===== src/rtl/countdown_timer_mmss.sv =====
// countdown_timer_mmss
// MM:SS down-counting timer with four BCD digits. It loads a clamped preset,
// decrements once per 1 Hz tick while running, and raises a one-cycle done
// pulse plus a held alarm level when the count reaches 00:00.
//
//   state     | meaning
//   ----------+------------------------------------------------------------
//   S_IDLE    | stopped; count holds the preset, or 00:00 after clear/reset
//   S_RUN     | counting down by one second on each tick
//   S_PAUSED  | counting suspended; start resumes from the held count
//   S_EXPIRED | count reached 00:00 while running; alarm held high
module countdown_timer_mmss (
  input  logic       clk_i,
  input  logic       reset_i,
  input  logic       tick_i,
  input  logic       clear_i,
  input  logic       load_i,
  input  logic       start_i,
  input  logic       pause_i,
  input  logic [3:0] ld_min_tens_i,
  input  logic [3:0] ld_min_ones_i,
  input  logic [3:0] ld_sec_tens_i,
  input  logic [3:0] ld_sec_ones_i,
  output logic [3:0] min_tens_o,
  output logic [3:0] min_ones_o,
  output logic [3:0] sec_tens_o,
  output logic [3:0] sec_ones_o,
  output logic       running_o,
  output logic       done_o,
  output logic       alarm_o
);

  typedef enum logic [1:0] {
    S_IDLE    = 2'd0,
    S_RUN     = 2'd1,
    S_PAUSED  = 2'd2,
    S_EXPIRED = 2'd3
  } state_e;

  state_e     state_q, state_d;
  logic [3:0] min_tens_q, min_tens_d;
  logic [3:0] min_ones_q, min_ones_d;
  logic [3:0] sec_tens_q, sec_tens_d;
  logic [3:0] sec_ones_q, sec_ones_d;
  logic       done_q, done_d;

  logic [3:0] dec_min_tens, dec_min_ones, dec_sec_tens, dec_sec_ones;
  logic       count_zero, count_one;
  logic       start_ok;

  // Tens digits of both minutes and seconds top out at 5.
  function automatic logic [3:0] clamp_tens(input logic [3:0] v);
    return (v > 4'd5) ? 4'd5 : v;
  endfunction

  // Ones digits top out at 9.
  function automatic logic [3:0] clamp_ones(input logic [3:0] v);
    return (v > 4'd9) ? 4'd9 : v;
  endfunction

  // Count classification used by start qualification and expiry detection.
  always_comb begin
    count_zero = (min_tens_q == 4'd0) && (min_ones_q == 4'd0) &&
                 (sec_tens_q == 4'd0) && (sec_ones_q == 4'd0);
    count_one  = (min_tens_q == 4'd0) && (min_ones_q == 4'd0) &&
                 (sec_tens_q == 4'd0) && (sec_ones_q == 4'd1);
    start_ok   = ((state_q == S_IDLE) || (state_q == S_PAUSED)) && !count_zero;
  end

  // One-second decrement with borrow rippling sec_ones -> sec_tens -> min_ones -> min_tens.
  always_comb begin
    dec_min_tens = min_tens_q;
    dec_min_ones = min_ones_q;
    dec_sec_tens = sec_tens_q;
    dec_sec_ones = sec_ones_q;
    if (sec_ones_q != 4'd0) begin
      dec_sec_ones = sec_ones_q - 4'd1;
    end else begin
      dec_sec_ones = 4'd9;
      if (sec_tens_q != 4'd0) begin
        dec_sec_tens = sec_tens_q - 4'd1;
      end else begin
        dec_sec_tens = 4'd5;
        if (min_ones_q != 4'd0) begin
          dec_min_ones = min_ones_q - 4'd1;
        end else begin
          dec_min_ones = 4'd9;
          // Only reached when the count is non-zero, so min_tens is at least 1.
          dec_min_tens = min_tens_q - 4'd1;
        end
      end
    end
  end

  // Next-state and next-count selection in priority order clear > load > start > pause > tick.
  always_comb begin
    state_d    = state_q;
    min_tens_d = min_tens_q;
    min_ones_d = min_ones_q;
    sec_tens_d = sec_tens_q;
    sec_ones_d = sec_ones_q;
    done_d     = 1'b0;

    if (clear_i) begin
      state_d    = S_IDLE;
      min_tens_d = 4'd0;
      min_ones_d = 4'd0;
      sec_tens_d = 4'd0;
      sec_ones_d = 4'd0;
    end else if (load_i && (state_q != S_RUN)) begin
      state_d    = S_IDLE;
      min_tens_d = clamp_tens(ld_min_tens_i);
      min_ones_d = clamp_ones(ld_min_ones_i);
      sec_tens_d = clamp_tens(ld_sec_tens_i);
      sec_ones_d = clamp_ones(ld_sec_ones_i);
    end else if (start_i) begin
      // A start that is not accepted still masks pause and tick on this edge.
      if (start_ok) begin
        state_d = S_RUN;
      end
    end else if (pause_i) begin
      if (state_q == S_RUN) begin
        state_d = S_PAUSED;
      end
    end else if (tick_i && !load_i && (state_q == S_RUN) && !count_zero) begin
      min_tens_d = dec_min_tens;
      min_ones_d = dec_min_ones;
      sec_tens_d = dec_sec_tens;
      sec_ones_d = dec_sec_ones;
      if (count_one) begin
        state_d = S_EXPIRED;
        done_d  = 1'b1;
      end
    end
  end

  // State, count and done-pulse registers with synchronous reset.
  always_ff @(posedge clk_i) begin
    if (reset_i) begin
      state_q    <= S_IDLE;
      min_tens_q <= 4'd0;
      min_ones_q <= 4'd0;
      sec_tens_q <= 4'd0;
      sec_ones_q <= 4'd0;
      done_q     <= 1'b0;
    end else begin
      state_q    <= state_d;
      min_tens_q <= min_tens_d;
      min_ones_q <= min_ones_d;
      sec_tens_q <= sec_tens_d;
      sec_ones_q <= sec_ones_d;
      done_q     <= done_d;
    end
  end

  // Outputs decoded from registered state only.
  always_comb begin
    min_tens_o = min_tens_q;
    min_ones_o = min_ones_q;
    sec_tens_o = sec_tens_q;
    sec_ones_o = sec_ones_q;
    running_o  = (state_q == S_RUN);
    alarm_o    = (state_q == S_EXPIRED);
    done_o     = done_q;
  end

endmodule


===== config.mk =====
export PLATFORM = sky130hd
export DESIGN_NAME = countdown_timer_mmss
export DESIGN_NICKNAME = d
export VERILOG_FILES = /design/src/rtl/countdown_timer_mmss.sv
export SDC_FILE = /design/constraint.sdc
export NUM_CORES = 1
export LEC_CHECK = 0
export BUFFER_PORTS_ARGS = -buffer_cell sky130_fd_sc_hd__buf_4
export CORE_MARGIN = 2
export CORE_UTILIZATION = 41
export DETAILED_ROUTE_END_ITERATION = 16
export GPL_TIMING_DRIVEN = 0
export HOLD_SLACK_MARGIN = 0.08
export PLACE_DENSITY_LB_ADDON = 0.1
export SYNTH_ARGS = -nofsm -noshare
export SYNTH_HDL_FRONTEND = slang
export SYNTH_SLANG_ARGS = --single-unit

===== constraint.sdc =====
create_clock -name clk_i -period 2.3 [get_ports clk_i]
set_input_delay 0.115 -clock clk_i [delete_from_list [all_inputs] [get_ports clk_i]]
set_output_delay 0.115 -clock clk_i [all_outputs]
set_load 0.02 [all_outputs]

Yosys cells after proc, flatten, opt, wreduce, memory -nomap -nowiden. Cells that the tools add are included.

Memories: 0. RAM bits: 0. Register bits: 19. Memory bits (read-only): 0. Logic and storage cells: 94. Latch bits: 0. Output and inout bits: 19. Input port bits: 23.

Muxes and demuxes: 36. $mul: 0. Equality and inequality tests: 12. Add/sub/neg operators: 4. Reductions and logical operators: 31. Bitwise logic cells: 1. Shifts and indexed selects: 0. Order comparisons: 4. Divide/modulo/power cells: 0.

Operators by type and width (number): 2-to-1 mux 4 bit (29); logical NOT 4 bit (4); subtractor 4 x 1 -> 4 bit (second input constant) (4); inequality test 2 x 1 -> 1 bit (second input constant) (7); 2-to-1 mux 2 bit (6); nonzero test 4 bit (3); logical AND 1 bit (9); > comparator 4 x 3 -> 1 bit (second input constant) (2); > comparator 4 bit (second input constant) (2); AND reduction 4 bit (2); AND reduction 6 bit (1); nonzero test 3 bit (2); OR reduction 6 bit (1); AND reduction 5 bit (1); == test 2 bit (second input constant) (2); == test 4 x 1 -> 1 bit (second input constant) (1); inequality test 3 x 2 -> 1 bit (second input constant) (1); AND reduction 3 bit (1); OR reduction 3 bit (1); == test 2 x 1 -> 1 bit (second input constant) (1); logical NOT 1 bit (2); logical NOT 2 bit (1); nonzero test 2 bit (1); OR reduction 2 bit (1); other kinds (3) (3).

Longest topological paths before layout.
Depth in word-level cells: 10. Depth in mapped cells: 7. Depth with buffers taken out: 7.

Worst setup path before layout. Ideal clock, no wire load.

Path kind: register to register. Start point: register state_q[1]. End point: register min_ones_q[2], in the netlist min_ones_o[2]. Arrival: 1781 ps. Setup slack: 404 ps. Setup time: 115 ps. Period minus slack after synthesis: 1896 ps. Data required time: 2185 ps. Buffers on the path: 1. Stages on the path, launching flop included: 7. Cell sequence: dfxtp_1 -> nand2b_4 -> or4_4 -> buf_6 -> a2111oi_4 -> a21oi_1 -> o21a_1.

Longest elaborated chain between the ends: 5. Elaborated cells on any way between the ends: 12. Those cells by class: 6 x eq/ne; 1 x mux; 5 x reduce/logical.

RTL lines: start: declaration (line 40) `state_e state_q, state_d;`; start signal: assignment (line 147) `state_q <= state_d;`; == test 2 x 1 -> 1 bit (line 125) `end else if (tick_i && !load_i && (state_q == S_RUN) && !count_zero) begin`; logical AND 1 bit (2 in series) (line 125); nonzero test 2 bit (no source line); AND reduction 5 bit (no source line); end signal: assignment (line 149) `min_ones_q <= min_ones_d;`; end: declaration (line 42) `logic [3:0] min_ones_q, min_ones_d;`.

Several ways; a longest one is shown, not always the timed one. A chain may end at the register's enable or synchronous reset.

Final worst setup path.
Start point: input port pause_i. End point: register min_ones_q[0], in the netlist min_ones_o[0].

Longest elaborated chain between the ends: 2.

RTL lines: start: declaration (line 19) `input logic pause_i,`; inequality test 2 x 1 -> 1 bit (no source line); AND reduction 5 bit (no source line).

Every way passes these cells.

==> results.py <==
metrics = {
    "worst_setup_path": {
        "setup.worst_path.end_class": "flop",
        "cp_max_fo": 8,
        "cp.arrival_ns": 2.22,
        "cp_cell_sequence": "dlygate4sd3_1 > buf_4 > or4_4 > buf_6 > a2111oi_4 > xnor2_1 > a21oi_1",
        "required_ns": 2.46,
        "path_class": "in -> reg",
        "critical_path.slowest_cell": "dlygate4sd3_1",
        "cp-start-kind": "primary input",
        "critPathMaxStageDelay_ns": 0.54,
    },
    "sta": {
        "worstMarginPinSlew_ns": 0.712,
        "min_period_ns": 2.06,
        "clock_skew_ns": 0.00831,
        "hold_viol": 0,
        "slew_violations": 0,
        "fmax_mhz": 486,
        "finalSetupViolations": 0,
        "rsz0062_at_grt": "no",
        "fin_ws_ns": 0.242,
        "period_share": 0.895,
        "max_slew_margin": 0.521,
        "fin_setup_tns_ns": 0,
    },
    "floorplan": {
        "initial_core_util": 0.427,
        "die_h_um": 57.4,
        "io_pins": 42,
        "fp.dieW_um": 57.4,
        "core_um2": 2730,
        "rows": 19,
        "die_area_um2": 3290,
    },
    "synthesis": {
        "synth_cell_types": 43,
        "synthesis.nets": 164,
        "ys_warn_count": 0,
        "synth_seq_area_share": 0.325,
        "postSynthCellCount": 139,
        "async_flop_share": 0,
        "syn_area_um2": 1170,
        "synth_edf_count": 0,
        "synth_seq_cells": 19,
        "synth-main-ff-cell": "dfxtp_1",
        "postSynthAreaPerCell_um2": 8.41,
    },
    "placement": {
        "place_ws_ns": 0.227,
        "place_congestion": 0.802,
        "dp_hpwl_mm": 2.36,
        "port_buffers": 41,
    },
    "grt": {
        "grtUsageTotal": 0.191,
        "grt-ovfl-total": 0,
        "antenna_found_initial": 0,
        "grt_pass1_wl_mm": 4.98,
        "grt_pass1_vias": 1185,
        "grt_max_degree": 11,
    },
    "clock_tree": {
        "cts_tree": "built",
        "clk_pin_slew_ns": 0.11,
        "cts_max_path_buffers": 2,
        "cts_buffers": 3,
        "clock_latency_ns": 0.30,
        "cts_root_buf": "clkbuf_4",
        "cts_sinks": 19,
        "postCtsSetupRepairBufs": 0,
        "h-tree-depth": 1,
    },
    "flow_run": {
        "maxCapViolCount": 0,
    },
    "route": {
        "firstDrtPassIters": 4,
        "wl_mm": 3.03,
        "drt_iter0_drc": 23,
        "viasPerCell": 5.79,
        "num_vias": 1269,
        "ant_nets": 0,
        "wire_per_inst_um": 13.8,
        "drc": 0,
    },
    "power": {
        "vdd_drop_max_uv": 364,
        "power.leakage_nw": 0.641,
        "powerDensity_nw_per_um2": 437,
    },
    "layout": {
        "mostFrequentLayoutCell": "buf_4",
        "drive_above_1_share": 0.282,
        "num-fill-cells": 268,
        "multi_input_area_um2": 748,
        "final_core_util": 0.580,
        "area_growth_pct": 35.8,
        "diodes": 0,
        "nNetsFinal": 214,
        "seqCellArea_um2": 380,
        "mostFrequentLayoutCells": "41 x buf_4, 19 x dfxtp_1, 11 x o21ai_0",
    },
    "min_path": {
        "hp-class": "in -> reg",
    },
    "status": {
        "status": "complete, no violations",
    },
}
-- power by group --
group	internal (mW)	switching [mW]	total (mW)	leakage (nW)
logic	0.0775	0.0932	0.171	0.472
clock network	0.0676	0.103	0.170	0.0150
registers	0.339	0.0137	0.353	0.155
-- layout make-up --
class                           instances  area share
Inverter                                4     0.00946
Tap cell                               31      0.0244
Timing Repair Buffer                   45       0.219
Buffer                                  6      0.0189
Multi-Input combinational cell        110       0.472
Clock buffer                            4      0.0166
Sequential cell                        19       0.240
-- state kept, by name (all words and copies together) (netlist names) --
signal and cells:
done_o 1, sec_ones_o 4, min_tens_o 4, min_ones_o 4
state_q 2, sec_tens_o 4
-- layer usage --
layer | vias to the layer above | share of wire | global-route usage
li1 | 636 | - | -
met1 | 592 | 0.44 | 0.229
met2 | 36 | 0.49 | 0.333
met3 | 5 | 0.051 | 0.0249
met4 | 0 | 0.017 | 0.0930
met5 | - | 0 | 0
-- worst max-delay path: cells and delay by family --
family	cells	cell delay (ns)
buf+inv	3	0.84
compound gates	2	0.58
simple gates	1	0.50
xor+xnor	1	0.18
-- synth_stat cells, types with 3 or more instances --
cell       n  area share
nor2_1    10       0.032
nand2_1   10       0.032
xnor2_1    3       0.022
a21oi_1    7       0.030
nor4_1     4       0.021
inv_1      4       0.013
nor3_1     6       0.026
o21ai_0   11       0.047
dfxtp_1   19        0.33
nand4b_1   3       0.022
nand3_1    5       0.021
nor3b_1    4       0.026
a211oi_1   4       0.026
clkbuf_1   4       0.013
-- metrics by stage --
stage                     cells  cell area [µm²]  power, mW  hold slack [ns]
final                       219             1590      0.694           0.0916
after global routing        219             1590      0.740            0.115
after CTS                   219             1580      0.700           0.0832
after detailed placement    211             1520      0.525            0.332
after global placement      211             1520      0.522            0.324
after floorplan             139             1170      0.452            0.191
-- cells by family after synthesis --
family | share of synthesized area
AO/OA/AOI/OAI | 0.247
XOR/XNOR | 0.0225
adder cells (fa/ha/maj) | 0.0214
buffers and inverters | 0.0385
flip-flops | 0.325
multiplexers | 0.00857
AND/OR/NAND/NOR | 0.336
-- repair_timing --
item,in CTS,in global routing
resized for setup,0,1
endpoints found under the hold margin,4,0
setup endpoints to repair,0,1
hold buffers,4,0
-- final timing paths --
path / start / slack, ns / cells past startpoint / endpoint
hold reg to reg: sec_tens_o[3] / 0.50 / 1 / sec_tens_o[3]
hold / removal: ld_min_tens_i[3] / 0.09 / 4 / min_tens_o[1]
setup reg to reg: sec_ones_o[0] / 0.26 / 5 / min_ones_o[0]
setup / recovery: pause_i / 0.24 / 7 / min_ones_o[0]
(Power assumes the default switching activity.)
